### config.mk
export PLATFORM = sky130hd
export DESIGN_NAME = if_id_fetch_stage_flat
export DESIGN_NICKNAME = d
export VERILOG_FILES = /design/src/rtl/if_id_fetch_stage_if.sv /design/src/rtl/if_id_fetch_stage.sv /design/src/flat_wrapper.sv
export SDC_FILE = /design/constraint.sdc
export NUM_CORES = 1
export LEC_CHECK = 0
export ABC_CLOCK_PERIOD_IN_PS = 5000
export CORE_UTILIZATION = 30
export DETAILED_ROUTE_END_ITERATION = 8
export HOLD_SLACK_MARGIN = 0.05
export PLACE_DENSITY_LB_ADDON = 0.15
export SYNTH_ARGS = -nofsm -noshare
export SYNTH_HDL_FRONTEND = slang
export SYNTH_SLANG_ARGS = --single-unit
### constraint.sdc
create_clock -name clk -period 5 [get_ports clk]
set_clock_uncertainty 0.2 [all_clocks]
set_input_delay 1 -clock clk [delete_from_list [all_inputs] [get_ports clk]]
set_output_delay 1 -clock clk [all_outputs]
set_load 0.1 [all_outputs]
### src/rtl/if_id_fetch_stage_if.sv
// Instruction memory bus: request/grant for addresses, in-order rvalid/rdata responses.
// The fetch stage is the master; the memory (or its model) is the slave.
interface if_id_fetch_stage_if;
    logic        imem_req;
    logic [31:0] imem_addr;
    logic        imem_gnt;
    logic        imem_rvalid;
    logic [31:0] imem_rdata;

    modport master (output imem_req, imem_addr, input imem_gnt, imem_rvalid, imem_rdata);
    modport slave  (input imem_req, imem_addr, output imem_gnt, imem_rvalid, imem_rdata);
endinterface

### src/rtl/if_id_fetch_stage.sv
// Fetch stage: PC, credit-limited imem requests, in-order prefetch FIFO, IF_ID register.
// Word reaches IF_ID one cycle after its response; stall holds IF_ID, redirect flushes and refetches.
module if_id_fetch_stage #(
    parameter logic [31:0] RESET_PC  = 32'h0000_0000,
    parameter int unsigned DEPTH     = 2,
    parameter logic [31:0] NOP_INSTR = 32'h0000_0013
) (
    input  logic                       clk,
    input  logic                       rst_n,
    if_id_fetch_stage_if.master        imem,
    input  logic                       stall,
    input  logic                       redirect,
    input  logic [31:0]                redirect_pc,
    output logic [31:0]                IF_ID_instruction,
    output logic [31:0]                IF_ID_npc,
    output logic                       IF_ID_valid
);
    localparam int unsigned CW = $clog2(DEPTH + 1);
    localparam int unsigned PW = $clog2(DEPTH);

    logic [31:0]   pc_q, pc_d;
    logic [CW-1:0] out_q, out_d, disc_q, disc_d, occ_q, occ_d;
    logic [PW-1:0] wr_q, wr_d, rd_q, rd_d, pq_wr_q, pq_wr_d, pq_rd_q, pq_rd_d;
    logic [31:0]   fifo_instr_q [DEPTH];
    logic [31:0]   fifo_instr_d [DEPTH];
    logic [31:0]   fifo_npc_q   [DEPTH];
    logic [31:0]   fifo_npc_d   [DEPTH];
    logic [31:0]   pq_npc_q     [DEPTH];
    logic [31:0]   pq_npc_d     [DEPTH];
    logic [31:0]   instr_q, instr_d, npc_q, npc_d;
    logic          valid_q, valid_d;
    logic          rvalid_ok, grant, push, pop;
    logic [CW:0]   inflight;

    function automatic logic [PW-1:0] ptr_inc(input logic [PW-1:0] p);
        return (p == PW'(DEPTH - 1)) ? '0 : p + PW'(1);
    endfunction

    // The head leaving for IF_ID this cycle frees its slot, which keeps L=1 at one word per cycle.
    assign rvalid_ok      = imem.imem_rvalid && (out_q != '0);
    assign pop            = !redirect && !stall && (occ_q != '0);
    assign push           = rvalid_ok && (disc_q == '0) && !redirect;
    assign inflight       = {1'b0, occ_q} + {1'b0, out_q} - (CW+1)'(pop);
    assign imem.imem_req  = rst_n && !redirect && (inflight < (CW+1)'(DEPTH));
    assign imem.imem_addr = pc_q;
    assign grant          = imem.imem_req && imem.imem_gnt;

    always_comb begin
        pc_d         = pc_q;
        disc_d       = disc_q;
        wr_d         = wr_q;
        rd_d         = rd_q;
        pq_wr_d      = pq_wr_q;
        pq_rd_d      = pq_rd_q;
        fifo_instr_d = fifo_instr_q;
        fifo_npc_d   = fifo_npc_q;
        pq_npc_d     = pq_npc_q;
        instr_d      = instr_q;
        npc_d        = npc_q;
        valid_d      = valid_q;
        out_d        = out_q + CW'(grant) - CW'(rvalid_ok);
        occ_d        = occ_q + CW'(push) - CW'(pop);

        if (grant) begin
            pc_d              = pc_q + 32'd4;
            pq_npc_d[pq_wr_q] = pc_q + 32'd4;
            pq_wr_d           = ptr_inc(pq_wr_q);
        end
        // Every response retires a PC-queue entry, whether kept or discarded.
        if (rvalid_ok) begin
            pq_rd_d = ptr_inc(pq_rd_q);
        end
        if (rvalid_ok && (disc_q != '0)) begin
            disc_d = disc_q - CW'(1);
        end
        if (push) begin
            fifo_instr_d[wr_q] = imem.imem_rdata;
            fifo_npc_d[wr_q]   = pq_npc_q[pq_rd_q];
            wr_d               = ptr_inc(wr_q);
        end
        if (pop) begin
            instr_d = fifo_instr_q[rd_q];
            npc_d   = fifo_npc_q[rd_q];
            valid_d = 1'b1;
            rd_d    = ptr_inc(rd_q);
        end else if (!stall) begin
            valid_d = 1'b0;
            instr_d = NOP_INSTR;
        end
        // Whatever is still in flight after this edge belongs to the old path.
        if (redirect) begin
            pc_d    = redirect_pc & ~32'h3;
            disc_d  = out_d;
            occ_d   = '0;
            wr_d    = '0;
            rd_d    = '0;
            valid_d = 1'b0;
            instr_d = NOP_INSTR;
        end
    end

    always_ff @(posedge clk) begin
        fifo_instr_q <= fifo_instr_d;
        fifo_npc_q   <= fifo_npc_d;
        pq_npc_q     <= pq_npc_d;
    end

    always_ff @(posedge clk) begin
        if (!rst_n) begin
            pc_q    <= RESET_PC;
            out_q   <= '0;
            disc_q  <= '0;
            occ_q   <= '0;
            wr_q    <= '0;
            rd_q    <= '0;
            pq_wr_q <= '0;
            pq_rd_q <= '0;
            instr_q <= NOP_INSTR;
            npc_q   <= '0;
            valid_q <= 1'b0;
        end else begin
            pc_q    <= pc_d;
            out_q   <= out_d;
            disc_q  <= disc_d;
            occ_q   <= occ_d;
            wr_q    <= wr_d;
            rd_q    <= rd_d;
            pq_wr_q <= pq_wr_d;
            pq_rd_q <= pq_rd_d;
            instr_q <= instr_d;
            npc_q   <= npc_d;
            valid_q <= valid_d;
        end
    end

    assign IF_ID_instruction = instr_q;
    assign IF_ID_npc         = npc_q;
    assign IF_ID_valid       = valid_q;

    rvalid_needs_outstanding: assert property (@(posedge clk) disable iff (!rst_n)
        imem.imem_rvalid |-> (out_q != '0));
endmodule

### src/flat_wrapper.sv
// flat-port wrapper written by rule: the top's interface ports become plain ports
module if_id_fetch_stage_flat 
#(
    parameter logic [31:0] RESET_PC  = 32'h0000_0000,
    parameter int unsigned DEPTH     = 2,
    parameter logic [31:0] NOP_INSTR = 32'h0000_0013
)
  (clk, rst_n, stall, redirect, redirect_pc, IF_ID_instruction, IF_ID_npc, IF_ID_valid, imem_imem_req, imem_imem_addr, imem_imem_gnt, imem_imem_rvalid, imem_imem_rdata);
  if_id_fetch_stage_if imem_i ();
  input  logic clk;
  input  logic rst_n;
  input  logic stall;
  input  logic redirect;
  input  logic [31:0] redirect_pc;
  output logic [31:0] IF_ID_instruction;
  output logic [31:0] IF_ID_npc;
  output logic IF_ID_valid;
  output wire logic [$bits(imem_i.imem_req)-1:0] imem_imem_req;
  output wire logic [$bits(imem_i.imem_addr)-1:0] imem_imem_addr;
  input wire logic [$bits(imem_i.imem_gnt)-1:0] imem_imem_gnt;
  input wire logic [$bits(imem_i.imem_rvalid)-1:0] imem_imem_rvalid;
  input wire logic [$bits(imem_i.imem_rdata)-1:0] imem_imem_rdata;
  assign imem_imem_req = imem_i.imem_req;
  assign imem_imem_addr = imem_i.imem_addr;
  assign imem_i.imem_gnt = imem_imem_gnt;
  assign imem_i.imem_rvalid = imem_imem_rvalid;
  assign imem_i.imem_rdata = imem_imem_rdata;
  if_id_fetch_stage #(.RESET_PC(RESET_PC), .DEPTH(DEPTH), .NOP_INSTR(NOP_INSTR)) u_core (.clk(clk), .rst_n(rst_n), .imem(imem_i), .stall(stall), .redirect(redirect), .redirect_pc(redirect_pc), .IF_ID_instruction(IF_ID_instruction), .IF_ID_npc(IF_ID_npc), .IF_ID_valid(IF_ID_valid));
endmodule
==> flow_summary.ini <==
[status]
run_status = finished clean

[worst_setup_path]
critPathMaxFanout = 3
cp-start-kind = input port
cp.required_ps = 3800
endpoint = imem_imem_req
worstRegToRegCells = 11
reg2reg_from = u_core.occ_q[0]
critical_path_arrival_ps = 3400
worst_setup_path_end_kind = output pin
critical_path_class = input port to output pin
reg2reg_to = u_core.imem.imem_addr[10]
crit_start = stall
reg2reg_slack_ps = 1680

[global_route]
grt_pass1_wl_microns = 41200
grtUsageTotal_pct = 14.0
grt_overflow_total = 0
grt_max_degree = 95
grt_pass1_vias = 6807
antenna_found_initial = 1

[synthesis]
synth_fa_ha_area_share_pct = 0.950
synth.area.mux_share_pct = 8.97
ys.flop_type = edfxtp_1
synth_xor_area_share_pct = 4.09
yosys.area_share.simple_pct = 8.42
synth_area_per_cell_sq_um = 13.7
seq_area_frac_synth_pct = 67.0
ys_warn_count = 0
synthCells = 830
async_reset_ff_share_pct = 0
synth_compound_area_share_pct = 7.77
syn_area_sq_um = 11300
synth_top_family_by_area = multiplexers
ys_ff_latch = 287
synth-edff-count = 184
yosysUniqueCellTypes = 51

[pwr]
ir_worst_vdd_mv = 0.198
total_power_mw = 6.19
p_leak_nw = 4.78
power_density_nw_per_um2 = 423

[clock_network]
clkTransAtPathRegs_ps = 60
insertion_delay_ps = 510
clock_sinks = 287
clockBufferDepth = 3
clock-root-buffer = clkbuf_16
h-tree-depth = 2
cts.repair.resized = 0
cts_setup_buffers = 0
cts_buffers = 35
cts_tree = built
hold_buffers = 0

[sta]
worstMarginPinSlew_ps = 1140
slew_violations = 0
hold_viol = 0
fin_crit_sh_pct = 92.0
finalSetupViolations = 0
finalHoldWorstSlack_ps = 282
fmax_mhz = 217
period_needed_ps = 4600
relSlewSlack_pct = 24.3
finalSetupTns_ps = 0
rsz0062_at_grt = false

[finish]
post-route-util_pct = 39.7
drive_gt1_share_pct = 13.9
area.sequential_sq_um = 7590
fill_cells = 3529
final_nets = 1067
multi_input_comb_area_sq_um = 3460
syn2layout_area_growth_pct = 29.1

[placed_design]
gp_congestion = 0.752
dp_hpwl_microns = 16600
port_buffers = 161

[floorplanning]
start_util_pct = 30.7
boundaryPins = 168
die_h_microns = 196
core_sq_um = 36900
die_w_microns = 196
die_area_sq_um = 38600
row_count = 70

[route]
first_iter_violations = 342
wl_microns = 26900
wl_per_cell_microns = 17.7
vias_per_cell = 4.59
postRouteAntennaNets = 0
drc_errors = 0
num_vias = 6986
dr.pass1.iters = 5

[min_path]
hold_depth = 2
min_path_type = flop to flop

[job]
cap_violations = 0
[power breakdown]
part | internal [mW] | switching [mW]
Clock | 1.49 | 0.960
Combinational | 0.336 | 0.571
Sequential | 2.72 | 0.111
[worst max-delay path: stages]
cell and delay, ps:
clkdlybuf4s50_1 550, a211oi_4 290, ha_1 280, nand2b_1 150, fa_1 420, xor2_1 220, and3_1 290, buf_12 200
[cells in the mapped netlist, drive strengths merged, types with 10 or more instances]
cell type / instances / area share, %
mux2: 60 / 6.0
a211oi: 32 / 2.1
a22oi: 32 / 2.1
a21oi: 19 / 0.84
inv: 14 / 0.46
xnor2: 34 / 2.7
buf: 25 / 1.3
and3: 10 / 0.55
xor2: 18 / 1.4
nand2: 27 / 0.89
nand3: 19 / 0.84
o21ai: 18 / 0.79
nand4: 19 / 1.2
dfxtp: 103 / 18
mux2i: 34 / 3.0
edfxtp: 184 / 49
nor2: 89 / 2.9
clkbuf: 31 / 1.0
[cell families (layout without fill, tap and decap cells)]
| kind of cell | after synthesis | count (layout) |
|---|---|---|
| buffers and inverters | 71 | 253 |
| xor gates and xnor gates | 52 | 52 |
| other | 1 | 6 |
| and+or+nand+nor | 190 | 190 |
| AOI/OAI and AO/OA | 127 | 127 |
| muxes | 94 | 94 |
| DFF | 287 | 287 |
| adders and majority gates | 8 | 8 |
[flip-flops by register name (all words and copies together), names as in the netlist, 2 cells and up]
name	cells
u_core.pq_npc_q	60
u_core.imem.imem_addr	30
u_core.fifo_instr_q	64
u_core.out_q	2
u_core.occ_q	2
u_core.IF_ID_instruction	32
u_core.IF_ID_npc	30
u_core.fifo_npc_q	60
u_core.disc_q	2
[worst min-delay path by stage]
| stage | slack [ps] | start | endpoint |
|---|---|---|---|
| final | 280 | u_core.IF_ID_valid | u_core.IF_ID_valid |
| after global routing | 320 | u_core.IF_ID_npc[14] | u_core.IF_ID_npc[14] |
| after CTS | 290 | u_core.IF_ID_valid | u_core.IF_ID_valid |
| after detailed placement | 280 | u_core.IF_ID_valid | u_core.IF_ID_valid |
| after global placement | 270 | u_core.IF_ID_valid | u_core.IF_ID_valid |
| after floorplan | 280 | u_core.disc_q[1] | u_core.disc_q[1] |
[cell type report]
type                       instances  share of cell area [%]
tap                              504                    4.31
antenna                            2                  0.0342
inverter                          15                   0.385
clock inverter                    15                   0.907
multi-input combinational        475                    23.7
sequential                       287                    51.9
timing repair buffer             175                    12.1
clock buffer                      48                    6.75
[routing by layer]
| layer | vias to the layer above | global-route usage, % | part of all wire [%] |
|---|---|---|---|
| met5 | - | 0 | 0 |
| met4 | 0 | 4.20 | 2.1 |
| met3 | 40 | 3.92 | 6.8 |
| met2 | 203 | 21.1 | 44 |
| met1 | 3356 | 19.5 | 47 |
| li1 | 3387 | - | - |
[layout by cell type, fill, tap and decap left out, types with 7 or more instances in the layout]
cell and instances:
xor2_1 18, mux2i_1 34, mux2_2 60, o21ai_0 18, nand4_1 17, a22oi_1 32
clkbuf_1 9, ha_1 7, dfxtp_1 101, a211oi_1 31, edfxtp_1 184, inv_1 14
clkdlybuf4s50_1 160, clkbuf_16 37, nand3_1 19, and3_1 10, buf_4 11, a21oi_1 19
nand2_1 27, nor2_1 88, xnor2_1 33
[stage by stage]
stage,instances,instance area (sq um),worst slack [ps]
2_1_floorplan,833,11300,33.0
3_3_place_gp,1456,13500,426
3_5_place_dp,1456,13500,391
4_1_cts,1519,14600,380
5_1_grt,1519,14600,273
6_report,1521,14600,399
Note: power is estimated with default switching activity, not from simulation.
